File: src/rtl/rpn_stack_calc.sv
// Reverse-Polish stack calculator: button-driven push/execute on a DEPTH-entry
// operand stack with a two-state READY/ERROR controller and ALU status flags.
module rpn_stack_calc #(
    parameter int WIDTH = 16,
    parameter int DEPTH = 4
) (
    input  logic                           clk,
    input  logic                           reset,
    input  logic                           Push,
    input  logic                           Exec,
    input  logic                           Clear,
    input  logic [2:0]                     OpCode,
    input  logic [WIDTH-1:0]               DataIn,
    output logic [WIDTH-1:0]               ToDisplay,
    output logic [4:0]                     Flags,
    output logic [2:0]                     Status,
    output logic [$clog2(DEPTH+1)-1:0]     Depth
);

    localparam int DW = $clog2(DEPTH + 1);
    localparam int AW = (DEPTH > 1) ? $clog2(DEPTH) : 1;

    localparam logic [2:0] OP_ADD  = 3'b000;
    localparam logic [2:0] OP_SUB  = 3'b001;
    localparam logic [2:0] OP_AND  = 3'b010;
    localparam logic [2:0] OP_OR   = 3'b011;
    localparam logic [2:0] OP_XOR  = 3'b100;
    localparam logic [2:0] OP_DUP  = 3'b101;
    localparam logic [2:0] OP_DROP = 3'b110;
    localparam logic [2:0] OP_SWAP = 3'b111;

    typedef enum logic {READY = 1'b0, ERROR = 1'b1} state_t;

    // Returns {V, C, result}; operands are second (a) and top (b).
    function automatic logic [WIDTH+1:0] alu(input logic [2:0] op,
                                             input logic signed [WIDTH-1:0] a,
                                             input logic signed [WIDTH-1:0] b);
        logic [WIDTH:0]   ext;
        logic [WIDTH-1:0] r;
        logic             v;
        logic             c;
        ext = '0;
        r   = '0;
        v   = 1'b0;
        c   = 1'b0;
        case (op)
            OP_ADD: begin
                ext = {1'b0, a} + {1'b0, b};
                r   = ext[WIDTH-1:0];
                c   = ext[WIDTH];
                v   = (a[WIDTH-1] == b[WIDTH-1]) && (r[WIDTH-1] != a[WIDTH-1]);
            end
            OP_SUB: begin
                // The extra MSB of a widened subtraction is the unsigned borrow.
                ext = {1'b0, a} - {1'b0, b};
                r   = ext[WIDTH-1:0];
                c   = ext[WIDTH];
                v   = (a[WIDTH-1] != b[WIDTH-1]) && (r[WIDTH-1] != a[WIDTH-1]);
            end
            OP_AND:  r = a & b;
            OP_OR:   r = a | b;
            default: r = a ^ b;
        endcase
        return {v, c, r};
    endfunction

    logic                    push_p0, push_p1, exec_p0, exec_p1;
    logic                    push_pulse, exec_pulse;
    state_t                  state;
    logic [DW-1:0]           depth_r;
    logic [WIDTH-1:0]        stack [DEPTH];
    logic                    flag_v, flag_c, flag_z, flag_n;
    logic [AW-1:0]           top_idx, sec_idx, push_idx;
    logic                    has1, has2, full;
    logic signed [WIDTH-1:0] opnd_a, opnd_b;
    logic [WIDTH+1:0]        alu_out;
    logic [WIDTH-1:0]        alu_res;

    assign push_pulse = push_p0 & ~push_p1;
    assign exec_pulse = exec_p0 & ~exec_p1;

    assign top_idx  = AW'(depth_r - DW'(1));
    assign sec_idx  = AW'(depth_r - DW'(2));
    assign push_idx = AW'(depth_r);
    assign has1     = (depth_r != '0);
    assign has2     = (depth_r >= DW'(2));
    assign full     = (depth_r == DW'(DEPTH));

    assign opnd_a  = stack[sec_idx];
    assign opnd_b  = stack[top_idx];
    assign alu_out = alu(OpCode, opnd_a, opnd_b);
    assign alu_res = alu_out[WIDTH-1:0];

    always_ff @(posedge clk or negedge reset) begin
        if (!reset) begin
            push_p0 <= 1'b0;
            push_p1 <= 1'b0;
            exec_p0 <= 1'b0;
            exec_p1 <= 1'b0;
            state   <= READY;
            depth_r <= '0;
            flag_v  <= 1'b0;
            flag_c  <= 1'b0;
            flag_z  <= 1'b0;
            flag_n  <= 1'b0;
            for (int i = 0; i < DEPTH; i++) stack[i] <= '0;
        end else begin
            // p0: button sample, p1: previous sample for edge detection
            push_p0 <= Push;
            push_p1 <= push_p0;
            exec_p0 <= Exec;
            exec_p1 <= exec_p0;

            if (Clear) begin
                state   <= READY;
                depth_r <= '0;
                flag_v  <= 1'b0;
                flag_c  <= 1'b0;
                flag_z  <= 1'b0;
                flag_n  <= 1'b0;
            end else if (state == READY) begin
                if (exec_pulse) begin
                    case (OpCode)
                        OP_ADD, OP_SUB, OP_AND, OP_OR, OP_XOR: begin
                            if (!has2) begin
                                state <= ERROR;
                            end else begin
                                stack[sec_idx] <= alu_res;
                                depth_r        <= depth_r - DW'(1);
                                flag_v         <= alu_out[WIDTH+1];
                                flag_c         <= alu_out[WIDTH];
                                flag_z         <= (alu_res == '0);
                                flag_n         <= alu_res[WIDTH-1];
                            end
                        end
                        OP_DUP: begin
                            if (!has1 || full) begin
                                state <= ERROR;
                            end else begin
                                stack[push_idx] <= stack[top_idx];
                                depth_r         <= depth_r + DW'(1);
                            end
                        end
                        OP_DROP: begin
                            if (!has1) state <= ERROR;
                            else       depth_r <= depth_r - DW'(1);
                        end
                        default: begin
                            if (!has2) begin
                                state <= ERROR;
                            end else begin
                                stack[top_idx] <= stack[sec_idx];
                                stack[sec_idx] <= stack[top_idx];
                            end
                        end
                    endcase
                end else if (push_pulse) begin
                    if (full) begin
                        state <= ERROR;
                    end else begin
                        stack[push_idx] <= DataIn;
                        depth_r         <= depth_r + DW'(1);
                    end
                end
            end
        end
    end

    assign ToDisplay = has1 ? stack[top_idx] : DataIn;
    assign Flags     = {state == ERROR, flag_v, flag_c, flag_z, flag_n};
    assign Status    = {state == ERROR, full, ~has1};
    assign Depth     = depth_r;

endmodule

File: config.mk
export PLATFORM = sky130hd
export DESIGN_NAME = rpn_stack_calc
export DESIGN_NICKNAME = d
export VERILOG_FILES = /design/src/rtl/rpn_stack_calc.sv
export SDC_FILE = /design/constraint.sdc
export NUM_CORES = 1
export LEC_CHECK = 0
export BUFFER_PORTS_ARGS = -buffer_cell sky130_fd_sc_hd__buf_2
export CORE_ASPECT_RATIO = 0.8
export CORE_MARGIN = 1
export CORE_UTILIZATION = 35
export CTS_BUF_LIST = sky130_fd_sc_hd__clkbuf_16
export CTS_CLUSTER_SIZE = 40
export DETAILED_ROUTE_END_ITERATION = 8
export PLACE_DENSITY = 0.59
export SYNTH_ARGS = -nofsm -noshare
export SYNTH_HDL_FRONTEND = slang
export SYNTH_SLANG_ARGS = --single-unit
File: constraint.sdc
create_clock -name clk -period 12.2 [get_ports clk]
set_input_delay 0.61 -clock clk [delete_from_list [all_inputs] [get_ports clk]]
set_output_delay 0.61 -clock clk [all_outputs]
set_load 0.1 [all_outputs]
==> Word-level counts from Yosys, hierarchy flattened <==
Index checks and enable logic that the tools add are counted.
{ "classes": {"n_div": 0, "order_cmp": 7, "add_sub_neg": 5, "multipliers": 0, "reduce_logical": 19, "n_eq_ne": 22, "muxes": 66, "n_shift": 0, "bitwise_logic": 13} }
{ "op_table": {"columns": ["operator", "count"], "rows": [
  ["$mux 64", 6],
  ["$bwmux 64", 5],
  ["$pmux 64 s3", 1],
  ["$mux 16", 8],
  ["$demux 16 s2", 3],
  ["$bmux 16 s2", 2],
  ["$pmux 16 s4", 1],
  ["$mux 1", 28],
  ["$mux 3", 8],
  ["$add 16x16->17", 1],
  ["$sub 16x16->17", 1],
  ["$and 16x16->16", 1],
  ["$logic_not 16->1", 1],
  ["$or 16x16->16", 1],
  ["$xor 16x16->16", 1],
  ["$eq 3x3->1 const B", 4],
  ["$ne 4x4->1 const B", 3],
  ["$ge 3x3->1 const B", 3],
  ["$lt 3x1->1 const B", 3],
  ["$ne 3x3->1 const B", 3],
  ["$not 2->3", 3],
  ["$pmux 3 s3", 1],
  ["$reduce_and 8->1", 1],
  ["$reduce_bool 2->1", 4],
  ["22 further kinds", 39]
]} }
{ "word_totals": {"wordCells": 146, "output_inout_bits": 27, "in_bits": 24, "latchBits": 0, "ramBits": 0, "romBits": 0, "ff_bits": 76, "memories": 0} }

==> Longest topological paths before layout <==
Gate-level depths: netlist of the first run.
{ "depth": {"word_depth": 14, "mapped_depth": 18} }

==> Least setup slack after synthesis of the first run <==
OpenSTA, ideal clock, no wires.
{ "synth_timing": {"path_kind": "register -> output", "start": "register depth_r[0], in the netlist Depth[0]", "end": "output port ToDisplay[14]", "path_stages_with_launch": 11, "arrival_time_ns": 5.360, "n_path_buf": 5, "path_slack_ns": 6.230, "cell_sequence": "dfrtp_1 > buf_2 > buf_1 > inv_1 > ha_1 > buf_2 > buf_2 > mux4_2 > clkbuf_1 > inv_1 > o21ai_0"} }
{ "synth_between": {"elab_chain_cells": 6, "word_cells_on_any_way": 7, "cone_classes": "add/sub (1); mux (4); bitwise (1); reduce/logical (1)"} }
{ "synth_lines": {"columns": ["element", "line_no", "text"], "rows": [
  ["start: declaration", "70", "logic [DW-1:0] depth_r;"],
  ["start signal: assignment", "129", "depth_r <= depth_r - DW'(1);"],
  ["start signal: assignment", "141", "depth_r <= depth_r + DW'(1);"],
  ["start signal: assignment", "146", "else depth_r <= depth_r - DW'(1);"],
  ["$sub 3x1->3", null, null],
  ["$not 2->3 (implied by the code)", "169", "assign ToDisplay = has1 ? stack[top_idx] : DataIn;"],
  ["$bmux 16 s2", "169", null],
  ["$mux 16 (implied by the code) (2 in a row)", "169", null],
  ["$mux 16 (*)", "169", null],
  ["end: declaration", "14", "output logic [WIDTH-1:0] ToDisplay,"]
]} }
Mark *: on every way between the ends. The rest lies on a longest branch, timed or not. The select of a mux whose other input is x is not followed.

==> Worst setup path in the final report of the first run <==
{ "layout_timing": {"start": "register depth_r[0], in the netlist Depth[0]", "end": "register flag_z"} }
{ "layout_between": {"elab_chain_cells": 13, "word_cells_on_any_way": 25, "cone_classes": "add/sub (4); order compare (1); mux (12); bitwise (5); reduce/logical (3)"} }
{ "layout_lines": {"columns": ["element", "line_no", "text"], "rows": [
  ["$sub 3x1->3 or $sub 2x2->2 (tied branches)", null, null],
  ["$not 2->3, on equally long branches", "90, 89", null],
  ["$bmux 16 s2, on equally long branches", "90, 89", null],
  ["$mux 16, on equally long branches (2 in a row)", "90, 89", null],
  ["$sub 16x16->17 (tied with other cells)", "55", "ext = {1'b0, a} - {1'b0, b};"],
  ["$pmux 16 s4", "46", "case (op)"],
  ["$logic_not 16->1", "132", "flag_z <= (alu_res == '0);"],
  ["$mux 1", "125", "if (!has2) begin"],
  ["$mux 1", "123", "case (OpCode)"],
  ["$mux 1", "122", "if (exec_pulse) begin"],
  ["$mux 1", "121", "end else if (state == READY) begin"],
  ["$mux 1", "114", "if (Clear) begin"],
  ["end signal: assignment", "132", null],
  ["end: declaration", "72", "logic flag_v, flag_c, flag_z, flag_n;"]
]} }
Parallel ways exist; a longest one is shown, timed or not. The select of a mux whose other input is x is not followed.
A chain may end at the register's enable or synchronous reset.

==> results of run 1 <==
-- metrics by stage --
step	util	setup slack, ns	hold slack [ns]	instances	area, um^2
finish	0.388	6.24	0.183	1650	10700
detailed placement	0.377	6.39	0.362	1634	10400
floorplan	-	6.23	0.314	1314	9900
CTS	0.388	6.39	0.200	1650	10700
global placement	0.377	6.55	0.355	1634	10400
global route	0.388	5.80	0.218	1650	10700
-- registers in the layout, summed over array words and instances (netlist names) --
| name | count |
|---|---|
| stack | 64 |
| exec_p0 | 1 |
| flag_c | 1 |
| flag_z | 1 |
| flag_n | 1 |
| Depth | 3 |
| state | 1 |
| exec_p1 | 1 |
| flag_v | 1 |
| push_p1 | 1 |
| push_p0 | 1 |
-- Yosys cell counts, drive strengths merged (4+ instances only) --
master and n:
nand3 20, xnor2 6, a2111oi 4, o221ai 8, mux2 16, a21o 5, o311ai 6, nor2b 43
o22ai 35, buf 43, a22oi 9, o21bai 4, inv 57, mux4 32, a21oi 158, a311oi 5
a22o 18, nand4 4, or2 6, o31ai 45, dfrtp 76, o211ai 26, and2 32, a221oi 7
a211oi 27, o22a 4, nor3b 4, nor2 90, and3 5, ha 58, o221a 6, nor4 8
nand2b 21, a2bb2oi 10, o21ai 64, o2111ai 4, nor3 43, mux2i 10, o41ai 6, clkbuf 74
a31oi 24, nand2 148
-- layer usage --
metal	up-vias	global-route usage	share of wire
li1	4840	-	-
met5	-	0	0
met3	80	0.0461	0.10
met4	0	0.0810	0.028
met2	633	0.372	0.43
met1	5128	0.356	0.44
-- kinds of logic after synthesis --
logic type	Yosys count	share of synthesized area
mux	58	0.101
compound gates	497	0.335
fa+ha+maj	60	0.0773
flops	76	0.192
buf+inv	176	0.0735
simple gates	440	0.214
xor+xnor	7	0.00619
-- power by group through the flow --
stage          combinational [uW]  sequential [uW]  clock [uW]
5_1_grt                      2370              493         307
4_1_cts                      2120              472         297
6_report                     2180              478         293
3_5_place_dp                 2120              475           0
2_1_floorplan                1660              433           0
3_3_place_gp                 2100              472           0
-- area by class of cell --
type | instances | area share
inverters | 59 | 0.0207
multi-input cells | 1062 | 0.690
well taps | 364 | 0.0427
repair buffers | 73 | 0.0399
flip-flops and latches | 76 | 0.178
clock inverters | 7 | 0.00762
clock buffers | 9 | 0.0211
-- path summary, 6_finish.rpt --
| check | from | endpoint | slack (ns) | cells past startpoint |
|---|---|---|---|---|
| setup / recovery | Depth[0]$_DFFE_PN0P_ | flag_z$_DFFE_PN0P_ | 6.24 | 14 |
| hold / removal | reset | stack[44]$_DFFE_PN0P_ | 0.18 | 1 |
| setup reg to reg | Depth[0]$_DFFE_PN0P_ | flag_z$_DFFE_PN0P_ | 6.24 | 14 |
| hold reg to reg | push_p0$_DFF_PN0_ | push_p1$_DFF_PN0_ | 0.38 | 0 |
| max in group asynchronous | reset | Depth[0]$_DFFE_PN0P_ | 10.94 | 2 |
| min in group clk | Exec | exec_p0$_DFF_PN0_ | 0.36 | 1 |
==> metrics.yaml, run 1 <==
wirelength_um: 36300
synth_seq_cells: 76
fin_tns_setup_ns: 0
cts_tree: "yes"
rsz0062_at_grt: "no"
syn_to_final_growth_pct: 7.80
cp_slowest_cell: "dfrtp_2"
synthTopCellsByArea: "dfrtp_1, a21oi_1, ha_1"
worstPathMaxFanout: 37
worst_setup_path_end_kind: "flop"
swShare: 0.570
chipHeight_um: 152
peakVddDrop_uv: 143
clkTransAtPathRegs_ns: 0.07
numCtsBuffers: 9
cts.path.max_buffers: 2
initial_core_util: 0.360
track_usage: 0.248
synth_ff_type: "dfrtp_1"
grt_pass1_wl_um: 56300
crit_family: "compound AO/OA/AOI/OAI gates"
multi_input_area_um2: 7360
antennaDiodeCount: 0
dieArea_um2: 29000
holdBufCountCts: 0
slowest_delay_ns: 1.04
crit_path_start_kind: "flop"
nets: 1365
root_buffer: "clkbuf_16"
drive_gt1_frac: 0.131
power_density_nw_per_um2: 277
status: "complete, no violations"
clkSinkCount: 76
worst-path-buf-inv: 3
cp_cell_sequence: "inv_1, ha_1, buf_4, mux4_2, inv_1, ha_1, nor3_1, a211oi_1, a211oi_1, a221o_1, a311oi_1, and4b_1, nand4bb_1, o21ai_1"
crit_type: "reg2reg"
nFillCells: 2821
ys_async_sr_fraction: 1.00
slew_headroom: 0.165
globalplace.congestion: 0.926
post_cts_buffers: 0
final_cell_mix: "a21oi_1, nand2_1, nor2_1"
arrival_ns: 6.25
yosysTopAreaCell: "dfrtp_1"
rows: 54
finalHoldViolations: 0
layout_commonest_cell: "a21oi_1"
gr-total-overflow: 0
ios: 51
cts_resized: 0
combinationalPowerShare: 0.739
ys_seq_area_frac: 0.192
drc: 0
pwr-share-clk: 0.099
fmax_ghz: 0.168
p_leak_uw: 0.00412
switching_power_uw: 1680
vias: 10700
ys_warn_count: 0
hp-class: "in2async"
htreeDepth: 3
syn_area_um2: 9900
total_power_uw: 2950
antenna_found_initial: 0
worst_pin_slew_ns: 1.25
cp.required_ns: 12.49
synth_edf_count: 0
slew_viol_final: 0
synth_cell_type_count: 80
fin_crit_sh: 0.488
io_buffers: 50
synth_top_area_share: 0.192
final.min_clock_period_ns: 5.96
core_area_um2: 27500
clk_latency_ns: 0.36
power_frac_seq: 0.162
drt_iter0_drc: 1441
dp_hpwl_um: 25000
cap_violations: 0
finalClockSkew_ns: 0.0111
vias_per_cell: 6.47
ff_latch_area_um2: 1900
syn_inst: 1314
setup_viol: 0
wl_per_cell_um: 22.0
antenna_left: 0
fp.dieW_um: 190
syn_avg_cell_area_um2: 7.54
p_int_uw: 1270
grt_max_degree: 67
syn-num-nets: 1398
grt_pass1_vias: 9748
firstDrtPassIters: 5
No activity file was read; power rests on OpenSTA's default activity.
==> run 2: changes to the inputs <==
==> constraint.sdc (replaced) <==
create_clock -name clk -period 6.02 [get_ports clk]
set_input_delay 0.301 -clock clk [delete_from_list [all_inputs] [get_ports clk]]
set_output_delay 0.301 -clock clk [all_outputs]
set_load 0.1 [all_outputs]
==> run 2 against run 1 <==
  * Hold slack worse by 0.14 ns
  * Critical endpoint is now stack[63]$_DFFE_PN0P_
  * Non-clock buffer count grew 4
  * Design area about the same
  * Critical path depth stayed put
  * Combinational power up 100%
  * Fmax up 17%
  * Clock skew down 0.0039 ns
==> metrics.yaml, run 2 (synthesized netlist as in run 1, its figures left out) <==
status: "complete, no violations"  # unchanged
finalClockSkew_ns: 0.00725  # was 0.0111 ns
vias: 10600  # was 10,700
cts_resized: 0  # unchanged
firstDrtPassIters: 6  # was 5
switching_power_uw: 3390  # was 1680 uW
p_int_uw: 2540  # was 1270 uW
crit_type: "reg2reg"  # unchanged
antenna_found_initial: 0  # unchanged
cp.required_ns: 6.22  # was 12.49 ns
postPlaceCellArea_um2: 10400  # about the same
rows: 54  # unchanged
root_buffer: "clkbuf_16"  # unchanged
numCtsBuffers: 9  # unchanged
fmax_ghz: 0.197  # was 0.168 GHz
core_area_um2: 27500  # unchanged
combinationalPowerShare: 0.746  # was 0.739
syn_to_final_growth_pct: 7.88  # was 7.80%
worstPathMaxFanout: 13  # was 37
gr-total-overflow: 0  # unchanged
io_buffers: 50  # unchanged
worst_pin_slew_ns: 1.20  # was 1.25 ns
wl_per_cell_um: 22.4  # was 22.0 um
fin_area_um2: 10700  # about the same
post_cts_buffers: 0  # unchanged
cts.path.max_buffers: 2  # unchanged
dieArea_um2: 29000  # unchanged
drt_iter0_drc: 1446  # was 1,441
hp-class: "in2reg"  # was in2async
holdBufCountCts: 1  # was 0
grt_pass1_vias: 9806  # was 9,748
stdcell_count: 1654  # was 1,650
power_density_nw_per_um2: 555  # was 277 nW/um^2
drive_gt1_frac: 0.133  # was 0.131
layout_commonest_cell: "a21oi_1"  # unchanged
dp_hpwl_um: 25700  # was 25,000 um
ios: 51  # unchanged
clk_latency_ns: 0.36  # about the same
setup_viol: 0  # unchanged
initial_core_util: 0.360  # unchanged
crit_path_start_kind: "flop"  # unchanged
fin_tns_setup_ns: 0  # unchanged
drc: 0  # unchanged
wirelength_um: 37000  # was 36,300 um
antenna_left: 0  # unchanged
cts_tree: "yes"  # unchanged
antennaDiodeCount: 0  # unchanged
nFillCells: 2786  # was 2,821
p_leak_uw: 0.00413  # was 0.00412 uW
final.min_clock_period_ns: 5.08  # was 5.96 ns
nets: 1369  # was 1,365
vias_per_cell: 6.43  # was 6.47
grt_pass1_wl_um: 58000  # was 56,300 um
slew_viol_final: 0  # unchanged
slew_headroom: 0.203  # was 0.165
fp.dieW_um: 190  # unchanged
clkTransAtPathRegs_ns: 0.07  # about the same
rsz0062_at_grt: "no"  # unchanged
swShare: 0.572  # was 0.570
chipHeight_um: 152  # unchanged
track_usage: 0.256  # was 0.248
htreeDepth: 3  # unchanged
largest_reg_flops: 64  # unchanged
clkSinkCount: 76  # unchanged
dp_cells: 1637  # was 1,634
fin_crit_sh: 0.845  # was 0.488
regMostFlops: "stack"  # unchanged
arrival_ns: 5.28  # was 6.25 ns
peakVddDrop_uv: 375  # was 143 uV
power_frac_seq: 0.159  # was 0.162
total_power_uw: 5920  # was 2950 uW
worst_setup_path_end_kind: "flop"  # unchanged
final_cell_mix: "a21oi_1, nand2_1, nor2_1"  # unchanged
cap_violations: 0  # unchanged
grt_max_degree: 66  # was 67
finalHoldViolations: 0  # unchanged
pwr-share-clk: 0.095  # was 0.099
globalplace.congestion: 0.973  # was 0.926
==> run 2: cell types whose count changed in the layout (fill, tap and decap cells not counted) <==
cell           change
clkinv_1           -1
clkinv_2           +2
bufinv_16          -1
dlygate4sd3_1      +1
buf_4              +3
==> run 2: worst paths after layout <==
path,startpoint,cells after the start,slack (ns),end
setup / recovery,Depth[0]$_DFFE_PN0P_,14,0.94,stack[63]$_DFFE_PN0P_
hold / removal,Push,1,0.04,push_p0$_DFF_PN0_
setup reg to reg,Depth[0]$_DFFE_PN0P_,14,0.94,stack[63]$_DFFE_PN0P_
hold reg to reg,push_p0$_DFF_PN0_,0,0.38,push_p1$_DFF_PN0_
max in group asynchronous,reset,3,4.48,Depth[0]$_DFFE_PN0P_
min in group asynchronous,reset,2,0.32,stack[46]$_DFFE_PN0P_
==> run 2: worst max-delay path: stages (launching register included) <==
cell and delay, ns:
dfrtp_2 0.36, inv_1 0.07, ha_1 0.46, buf_4 0.41
mux4_2 0.66, inv_1 0.14, ha_1 0.38, nor2_1 0.39
o311ai_0 0.27, a311oi_1 0.62, nor3_1 0.18, o21a_1 0.22
a211oi_1 0.30, o21a_1 0.33, o41ai_1 0.10
==> run 2: cell type report <==
class                           count  area (um^2)  area share
Multi-Input combinational cell   1062         7360       0.689
Sequential cell                    76         1900       0.178
Timing Repair Buffer               77          458      0.0429
Tap cell                          364          455      0.0426
Clock buffer                        9          225      0.0211
Inverter                           59          221      0.0207
Clock inverter                      7         57.6     0.00539
==> run 2: power groups by stage <==
| stage | Clock, uW | Combinational, uW | Sequential, uW |
|---|---|---|---|
| floorplan | 0 | 3370 | 877 |
| global placement | 0 | 4280 | 938 |
| detailed placement | 0 | 4310 | 937 |
| CTS | 574 | 4330 | 931 |
| global route | 591 | 4790 | 970 |
| finish | 561 | 4420 | 944 |
==> run 2: routing by layer <==
layer / GRT usage / wire (um)
met2: 0.373 / 15800
met4: 0.106 / 1310
met1: 0.360 / 16300
met5: 0 / 0
met3: 0.0601 / 3710
==> run 2: per-stage QoR <==
step | setup slack, ns | hold slack, ns | utilization
after floorplan | 0.354 | 0.00541 | -
after global placement | 1.17 | 0.157 | 0.378
after detailed placement | 1.07 | 0.159 | 0.378
after CTS | 1.02 | 0.0308 | 0.388
after global routing | 0.462 | 0.0350 | 0.388
final | 0.936 | 0.0437 | 0.388
